[src/rtl/keypad_scanner.sv]
// Pmod KYPD 4x4 scanner: active-low column drive, row sync,
// frame-based debounce, one key_valid pulse per accepted press.
module keypad_scanner #(
  parameter int SCAN_WIDTH     = 18,
  parameter int SCAN_LIMIT     = 200000,
  parameter int DEBOUNCE_SCANS = 4
) (
  input  logic       clock,
  input  logic       reset,
  input  logic [3:0] row,
  output logic [3:0] col,
  output logic [3:0] key_code,
  output logic       key_valid,
  output logic       key_held
);

  typedef enum logic [1:0] {
    RELEASED,
    PRESS_WAIT,
    HELD,
    RELEASE_WAIT
  } state_t;

  localparam logic [SCAN_WIDTH-1:0] LAST =
    SCAN_WIDTH'(SCAN_LIMIT - 1);
  localparam logic [3:0] DB = 4'(DEBOUNCE_SCANS);

  logic [3:0]            row_s1;
  logic [3:0]            row_s2;
  logic [SCAN_WIDTH-1:0] prescaler;
  logic [1:0]            col_idx;
  logic [15:0]           acc;
  state_t                state;
  logic [3:0]            count;
  logic [3:0]            cand;

  logic        tick;
  logic        frame_end;
  logic [15:0] frame;
  logic [4:0]  ones;
  logic [3:0]  hit;
  logic [3:0]  hit_key;
  logic        none;
  logic        single;
  logic [3:0]  cnt_inc;

  function automatic logic [3:0] key_of(
    input logic [3:0] idx
  );
    logic [3:0] k;
    unique case (idx)
      4'd0:  k = 4'h1;
      4'd1:  k = 4'h2;
      4'd2:  k = 4'h3;
      4'd3:  k = 4'hA;
      4'd4:  k = 4'h4;
      4'd5:  k = 4'h5;
      4'd6:  k = 4'h6;
      4'd7:  k = 4'hB;
      4'd8:  k = 4'h7;
      4'd9:  k = 4'h8;
      4'd10: k = 4'h9;
      4'd11: k = 4'hC;
      4'd12: k = 4'h0;
      4'd13: k = 4'hF;
      4'd14: k = 4'hE;
      4'd15: k = 4'hD;
    endcase
    return k;
  endfunction

  assign tick      = (prescaler == LAST);
  assign frame_end = tick && (col_idx == 2'd3);

  // accumulator holds pressed bits active-high; merge current column
  always_comb begin
    frame = acc;
    for (int r = 0; r < 4; r++) begin
      if (!row_s2[r]) frame[r*4 + int'(col_idx)] = 1'b1;
    end
  end

  always_comb begin
    ones = 5'd0;
    hit  = 4'd0;
    for (int i = 0; i < 16; i++) begin
      if (frame[i]) begin
        ones = ones + 5'd1;
        hit  = i[3:0];
      end
    end
  end

  assign hit_key = key_of(hit);
  assign none    = (ones == 5'd0);
  assign single  = (ones == 5'd1);
  assign cnt_inc = (count == 4'hF) ? count : count + 4'd1;

  always_ff @(posedge clock or negedge reset) begin
    if (!reset) begin
      row_s1 <= 4'b1111;
      row_s2 <= 4'b1111;
    end else begin
      row_s1 <= row;
      row_s2 <= row_s1;
    end
  end

  always_ff @(posedge clock or negedge reset) begin
    if (!reset) begin
      prescaler <= '0;
      col_idx   <= 2'd0;
      col       <= 4'b1110;
      acc       <= 16'd0;
    end else begin
      prescaler <= tick ? '0 : prescaler + 1'b1;
      if (tick) begin
        col_idx <= col_idx + 2'd1;
        col     <= ~(4'b0001 << (col_idx + 2'd1));
        acc     <= frame_end ? 16'd0 : frame;
      end
    end
  end

  always_ff @(posedge clock or negedge reset) begin
    if (!reset) begin
      state     <= RELEASED;
      count     <= 4'd0;
      cand      <= 4'd0;
      key_code  <= 4'd0;
      key_valid <= 1'b0;
      key_held  <= 1'b0;
    end else begin
      key_valid <= 1'b0;
      if (frame_end) begin
        unique case (state)
          RELEASED: begin
            if (single) begin
              state <= PRESS_WAIT;
              cand  <= hit_key;
              count <= 4'd1;
            end
          end
          PRESS_WAIT: begin
            if (single && hit_key == cand) begin
              count <= cnt_inc;
              if (cnt_inc == DB) begin
                state     <= HELD;
                count     <= 4'd0;
                key_code  <= cand;
                key_valid <= 1'b1;
                key_held  <= 1'b1;
              end
            end else if (single) begin
              cand  <= hit_key;
              count <= 4'd1;
            end else begin
              state <= RELEASED;
              count <= 4'd0;
            end
          end
          HELD: begin
            if (none) begin
              state <= RELEASE_WAIT;
              count <= 4'd1;
            end
          end
          RELEASE_WAIT: begin
            if (none) begin
              count <= cnt_inc;
              if (cnt_inc == DB) begin
                state    <= RELEASED;
                count    <= 4'd0;
                key_held <= 1'b0;
              end
            end else begin
              state <= HELD;
              count <= 4'd0;
            end
          end
          default: state <= RELEASED;
        endcase
      end
    end
  end

endmodule

[config.mk]
export PLATFORM = sky130hd
export DESIGN_NAME = keypad_scanner
export DESIGN_NICKNAME = d
export VERILOG_FILES = /design/src/rtl/keypad_scanner.sv
export SDC_FILE = /design/constraint.sdc
export NUM_CORES = 1
export LEC_CHECK = 0
export CAP_MARGIN = 20
export CORE_MARGIN = 4
export CORE_UTILIZATION = 60
export DETAILED_ROUTE_END_ITERATION = 16
export PLACE_DENSITY_LB_ADDON = 0.25
export RECOVER_POWER = 50
export SLEW_MARGIN = 20
export SYNTH_ARGS = -nofsm -noshare
export SYNTH_HDL_FRONTEND = slang
export SYNTH_SLANG_ARGS = --single-unit
[constraint.sdc]
create_clock -name clock -period 16 [get_ports clock]
set_input_delay 3.2 -clock clock [delete_from_list [all_inputs] [get_ports clock]]
set_output_delay 3.2 -clock clock [all_outputs]
set_load 0.02 [all_outputs]
# ---- After elaboration in Yosys (flattened, before gate mapping)
# Memories as Yosys holds them, arrays and structs flattened.
# Cells that the tools add are included.
dict set report word_totals {
  register_bits 64
  wordCells 155
  mem_count 1
  rom_bits 64
}
dict set report classes {
  n_mux 73
  n_reduce_logical 15
  n_addsub 21
  magnitude_cmp 8
  bitwise 5
  eq_ne 19
  shifts 1
}
# memory depth width read_ports rd_clocked_by_memory_dff wr line_no
set mem_list {}
lappend mem_list {{(name not given)} 16 4 1 0 0 51} ;# unique case (idx)
# cell n
set op_table {}
lappend op_table {{4-bit 2-to-1 mux} 22}
lappend op_table {{16-bit 2-to-1 mux} 5}
lappend op_table {{5-bit by 1-bit adder with 5-bit output, second input constant} 15}
lappend op_table {{5-bit 2-to-1 mux} 15}
lappend op_table {{16-bit OR} 3}
lappend op_table {{18-bit by 1-bit adder with 18-bit output, second input constant} 1}
lappend op_table {{18-bit equality test, second input constant} 1}
lappend op_table {{18-bit 2-to-1 mux} 1}
lappend op_table {{16-bit by 4-bit OR with 16-bit output} 1}
lappend op_table {{4-bit case mux with 4 select lines} 1}
lappend op_table {{1-bit 2-to-1 mux} 15}
lappend op_table {{2-bit 2-to-1 mux} 7}
lappend op_table {{2-bit inequality test, second input constant} 7}
lappend op_table {{1-bit demux with 4-bit select} 3}
lappend op_table {{6-bit AND reduction} 2}
lappend op_table {{4-bit by 2-bit adder with 5-bit output, first input constant} 2}
lappend op_table {{5-bit by 1-bit >= comparator with 1-bit output, second input constant} 2}
lappend op_table {{5-bit less-than comparator, second input constant} 2}
lappend op_table {{3-bit inequality test, second input constant} 3}
lappend op_table {{2-bit case mux with 4 select lines} 1}
lappend op_table {{4-bit case mux with 2 select lines} 1}
lappend op_table {{2-bit equality test, second input constant} 3}
lappend op_table {{1-bit logical AND} 6}
lappend op_table {{3-bit AND reduction} 2}
lappend op_table {{other kinds (20)} 21}

# ---- Logic depth before layout (Yosys ltp)
dict set report logic_depth {
  ltp_word 48
  depth_mapped 57
}

# ---- Least setup slack after synthesis
# Ideal clock, no wire load.
dict set report synth_timing {
  kind {reg2reg}
  startpoint {reg col_idx[0]}
  endpoint {reg cand[2]}
  t_required_ns 15.875
  stages_incl_launch_ff 57
  setup_ns 0.125
  t_arrival_ns 10.137
  path_slack_ns 5.738
  path_cell_list {dfrtp_1 -> inv_1 -> ha_1 -> buf_4 -> and2b_2 -> nor2_4 -> xnor2_2 -> xor2_2 -> ha_1 -> mux2i_1 -> inv_1 -> ha_1 -> o21ai_0 -> a32oi_1 -> ha_1 -> inv_1 -> mux2i_1 -> a31oi_1 -> [... 21 more ...] -> nor2_1 -> nor2_1 -> ha_1 -> nand2_1 -> o31ai_1 -> ha_1 -> nand2_1 -> nand2_1 -> ha_1 -> inv_1 -> xnor2_1 -> or3_1 -> o31ai_1 -> and3_1 -> mux2i_2 -> and4b_1 -> buf_6 -> mux2_4}
}
dict set report synth_between {
  elab_chain_len 47
  elab_cells_between_ends 88
  classes_between {add/sub: 18; order compare: 8; eq/ne: 4; mux: 46; bitwise: 4; reduce/logical: 7; memory: 1}
}
# element line_no
set synth_rtl {}
lappend synth_rtl {{from (decl)} 31} ;# logic [1:0] col_idx;
lappend synth_rtl {{from (signal assigned)} 118} ;# col_idx <= col_idx + 2'd1;
lappend synth_rtl {{parallel branches: the longest is 47 deep, another holds 4-bit by 5-bit less-than comparator with 1-bit output} n/a}
lappend synth_rtl {{to (signal assigned)} 140} ;# cand <= hit_key;
lappend synth_rtl {{to (signal assigned)} 155} ;# cand <= hit_key;
lappend synth_rtl {{to (decl)} 35} ;# logic [3:0] cand;
# Several ways; the timed one is not identified. The select of a mux whose other input is x is not followed.
# A chain may end at the register's enable or synchronous reset.

# ---- Worst setup path in the final report
dict set report layout_timing {
  startpoint {reg col_idx[0]}
  endpoint {reg cand[3]}
}
# Same word-level chain as after synthesis.

==> flow_summary.toml <==
[sta]
fin_crit_sh = 0.720
clock_skew_ns = 0.0120
slew_violations = 65
slew_headroom = -1.17
fin_ws_ns = 4.48
fin_crit_ns = 11.52
worst_slew_pin_slew_ns = 3.26
tns_ns = 0
final-setup-viol-count = 0
hold_violations = 0
max_freq_mhz = 86.8
rsz0062_at_grt = "no"

[clock_tree]
cts_setup_buffers = 0
htreeDepth = 3
cts_buffers = 9
ctsHoldBuffers = 0
clkTransAtPathRegs_ns = 0.08
clockRootBuffer = "clkbuf_8"
cts_tree = "done"
clkSinkCount = 64
clock_path_buffers = 2
post_cts_resized = 0
clock_latency_ns = 0.34

[global_routing]
grt_pass1_wl_mm = 18.0
globalRouteMet2Util = 0.364
grt_util_met3 = 0.0386
grt_max_degree = 65
antenna_found_initial = 0
grt.met1_usage = 0.303
gr-total-overflow = 0
grt_pass1_vias = 3902
busiest_layer = "met2"
groute.usage.overall = 0.222

[synthesis]
synth_area_leaders = "dfrtp_1 (27%), ha_1 (6.5%), xnor2_1 (6.3%)"
syn-num-nets = 583
synthFlopType = "dfrtp_1"
synth_top_area_cell = "dfrtp_1"
synth_xor_area_frac = 0.148
synth_top_family_by_area = "simple AND/OR/NAND/NOR gates"
synth_edf_count = 0
synth-seq-cells = 64
syn_area_um2 = 5000
synthAdderAreaFrac = 0.0650
ys_types = 78
synth_seq_area_share = 0.323
yosys.area.top_type_share = 0.265
syn_area_per_cell_um2 = 9.08
yosys_warnings = 0
synth-compound-area-share = 0.145
synthMuxAreaShare = 0.0488
netlist_instances = 551
async_reset_ff_frac = 1.00
synth-simple-area-share = 0.235

[route]
ant_nets = 0
wl_mm = 10.3
drtIter0Drc = 203
viasPerCell = 5.91
wl_per_cell_um = 15.2
vias = 3992
drtPass1Iterations = 5
drc = 0

[floorplan]
num_rows = 33
die-area_um2 = 9860
fp.coreArea_um2 = 8180
initial_core_util = 0.612
die_w_um = 99.3
boundaryPins = 16
fp.dieH_um = 99.3

[worst_setup_path]
crit_required_ns = 16.23
critical-path-max-stage-delay_ns = 0.44
worst-setup-path-type = "flip-flop to flip-flop"
start_kind = "flip-flop"
slowest_stage = "a31oi_1"
cp_common_cell = "ha_1"
end_kind = "flip-flop"
path_max_fanout = 10
crit_arrival_ns = 11.75

[power_and_ir_drop]
p_per_area_nw_per_um2 = 63.4
internal_power_w = 0.000244
vdd_drop_max_mv = 0.0608
p_leak_nw = 2.43
combPwrFrac = 0.137
swShare = 0.286
total_power_w = 0.000342
seq_power_share = 0.480
p_clk_frac = 0.383
p_sw_w = 0.0000979

[layout]
diodes = 0
nets = 597
regArea_um2 = 1620
mostFrequentLayoutCells = "nor2_1 (64), dfrtp_1 (53), nand2_1 (51)"
fill_cells = 675
multi_input_area_um2 = 3210
drive_gt1_frac = 0.133
design_area_um2 = 5400
area_growth_pct = 7.90
final_common_cell = "nor2_1"

[min_path]
hold_path.class = "flip-flop to flip-flop"

[placed_design]
placed_area_um2 = 5220
portBuffers = 15
place_hpwl_mm = 7.68
gp_congestion = 0.840
pre_cts_ws_ns = 4.51

[run_status]
status = "complete, but fails checks"
failed_checks = "capacitance limit, slew limit"

[run]
cap_viol_max_count = 1
==> synth_stat cells, drive strengths merged, types with 7 or more instances <==
master,instances
nor2b,12
xor2,23
ha,26
o21ai,24
inv,26
nor2,69
mux2,10
nand3,20
a21o,8
dfstp,11
and2,7
mux2i,12
a31oi,11
buf,8
dfrtp,53
nor3,13
a21oi,22
xnor2,43
nand2,51
==> cells by family (layout without fill, tap and decap cells) <==
family	after synthesis	after routing
buffers and inverters	40	59
multiplexers	22	22
XOR/XNOR	70	70
flip-flops	64	64
adder cells (fa/ha/maj)	26	26
AND/OR/NAND/NOR	224	224
AO/OA/AOI/OAI	105	105
==> per-layer routing <==
metal,share of wire,vias to the layer above
li1,-,1973
met4,0.018,0
met3,0.030,23
met5,0,-
met1,0.46,1921
met2,0.49,75
==> sequential cells by signal, indices dropped and copies added (netlist names) <==
register   flops
key_held       1
row_s2         4
key_code       4
state          2
cand           4
row_s1         4
col_idx        2
col            4
prescaler     18
key_valid      1
acc           16
count          4
==> stage by stage <==
stage          std cells   util  hold WS, ns
4_1_cts              675  0.662        0.359
2_1_floorplan        551      -        0.345
6_report             675  0.660        0.358
5_1_grt              675  0.660        0.362
3_3_place_gp         659  0.639        0.346
3_5_place_dp         659  0.639        0.347
==> power by group through the flow <==
| stage | Sequential (W) | Combinational [W] | Clock (W) |
|---|---|---|---|
| 3_5_place_dp | 0.000167 | 0.0000468 | 0 |
| 2_1_floorplan | 0.000167 | 0.0000355 | 0 |
| 3_3_place_gp | 0.000167 | 0.0000450 | 0 |
| 6_report | 0.000164 | 0.0000469 | 0.000131 |
| 4_1_cts | 0.000164 | 0.0000473 | 0.000134 |
| 5_1_grt | 0.000165 | 0.0000528 | 0.000142 |
==> worst paths after layout <==
| check | start | cells past startpoint | end | slack (ns) |
|---|---|---|---|---|
| worst max-delay path | col_idx[0]$_DFFE_PN0N_ | 55 | cand[3]$_DFFE_PN0P_ | 4.48 |
| worst min-delay path | row_s1[0]$_DFF_PN1_ | 0 | row_s2[0]$_DFF_PN1_ | 0.36 |
| worst max register to register | col_idx[0]$_DFFE_PN0N_ | 55 | cand[3]$_DFFE_PN0P_ | 4.48 |
| worst min register to register | row_s1[0]$_DFF_PN1_ | 0 | row_s2[0]$_DFF_PN1_ | 0.36 |
| max in group asynchronous | reset | 2 | acc[12]$_DFFE_PN0N_ | 10.12 |
| min in group asynchronous | reset | 2 | prescaler[5]$_DFF_PN0_ | 4.03 |
==> layout make-up <==
type                    instances  share of cell area
clock inverters                 6             0.00974
well taps                     105              0.0243
flip-flops and latches         64               0.299
repair buffers                 17              0.0283
clock buffers                  10              0.0255
multi-input cells             447               0.595
inverters                      26              0.0181
==> worst max-delay path, delay by kind of cell, from the launching register on <==
| kind | cells | cell delay (ns) |
|---|---|---|
| adder cells (fa/ha/maj) | 14 | 4.08 |
| AO/OA/AOI/OAI | 13 | 2.53 |
| AND/OR/NAND/NOR | 13 | 1.95 |
| multiplexers | 5 | 1.06 |
| XOR/XNOR | 3 | 0.70 |
| buffers and inverters | 7 | 0.63 |
| flip-flops | 1 | 0.43 |
No activity file was read; power rests on OpenSTA's default activity.
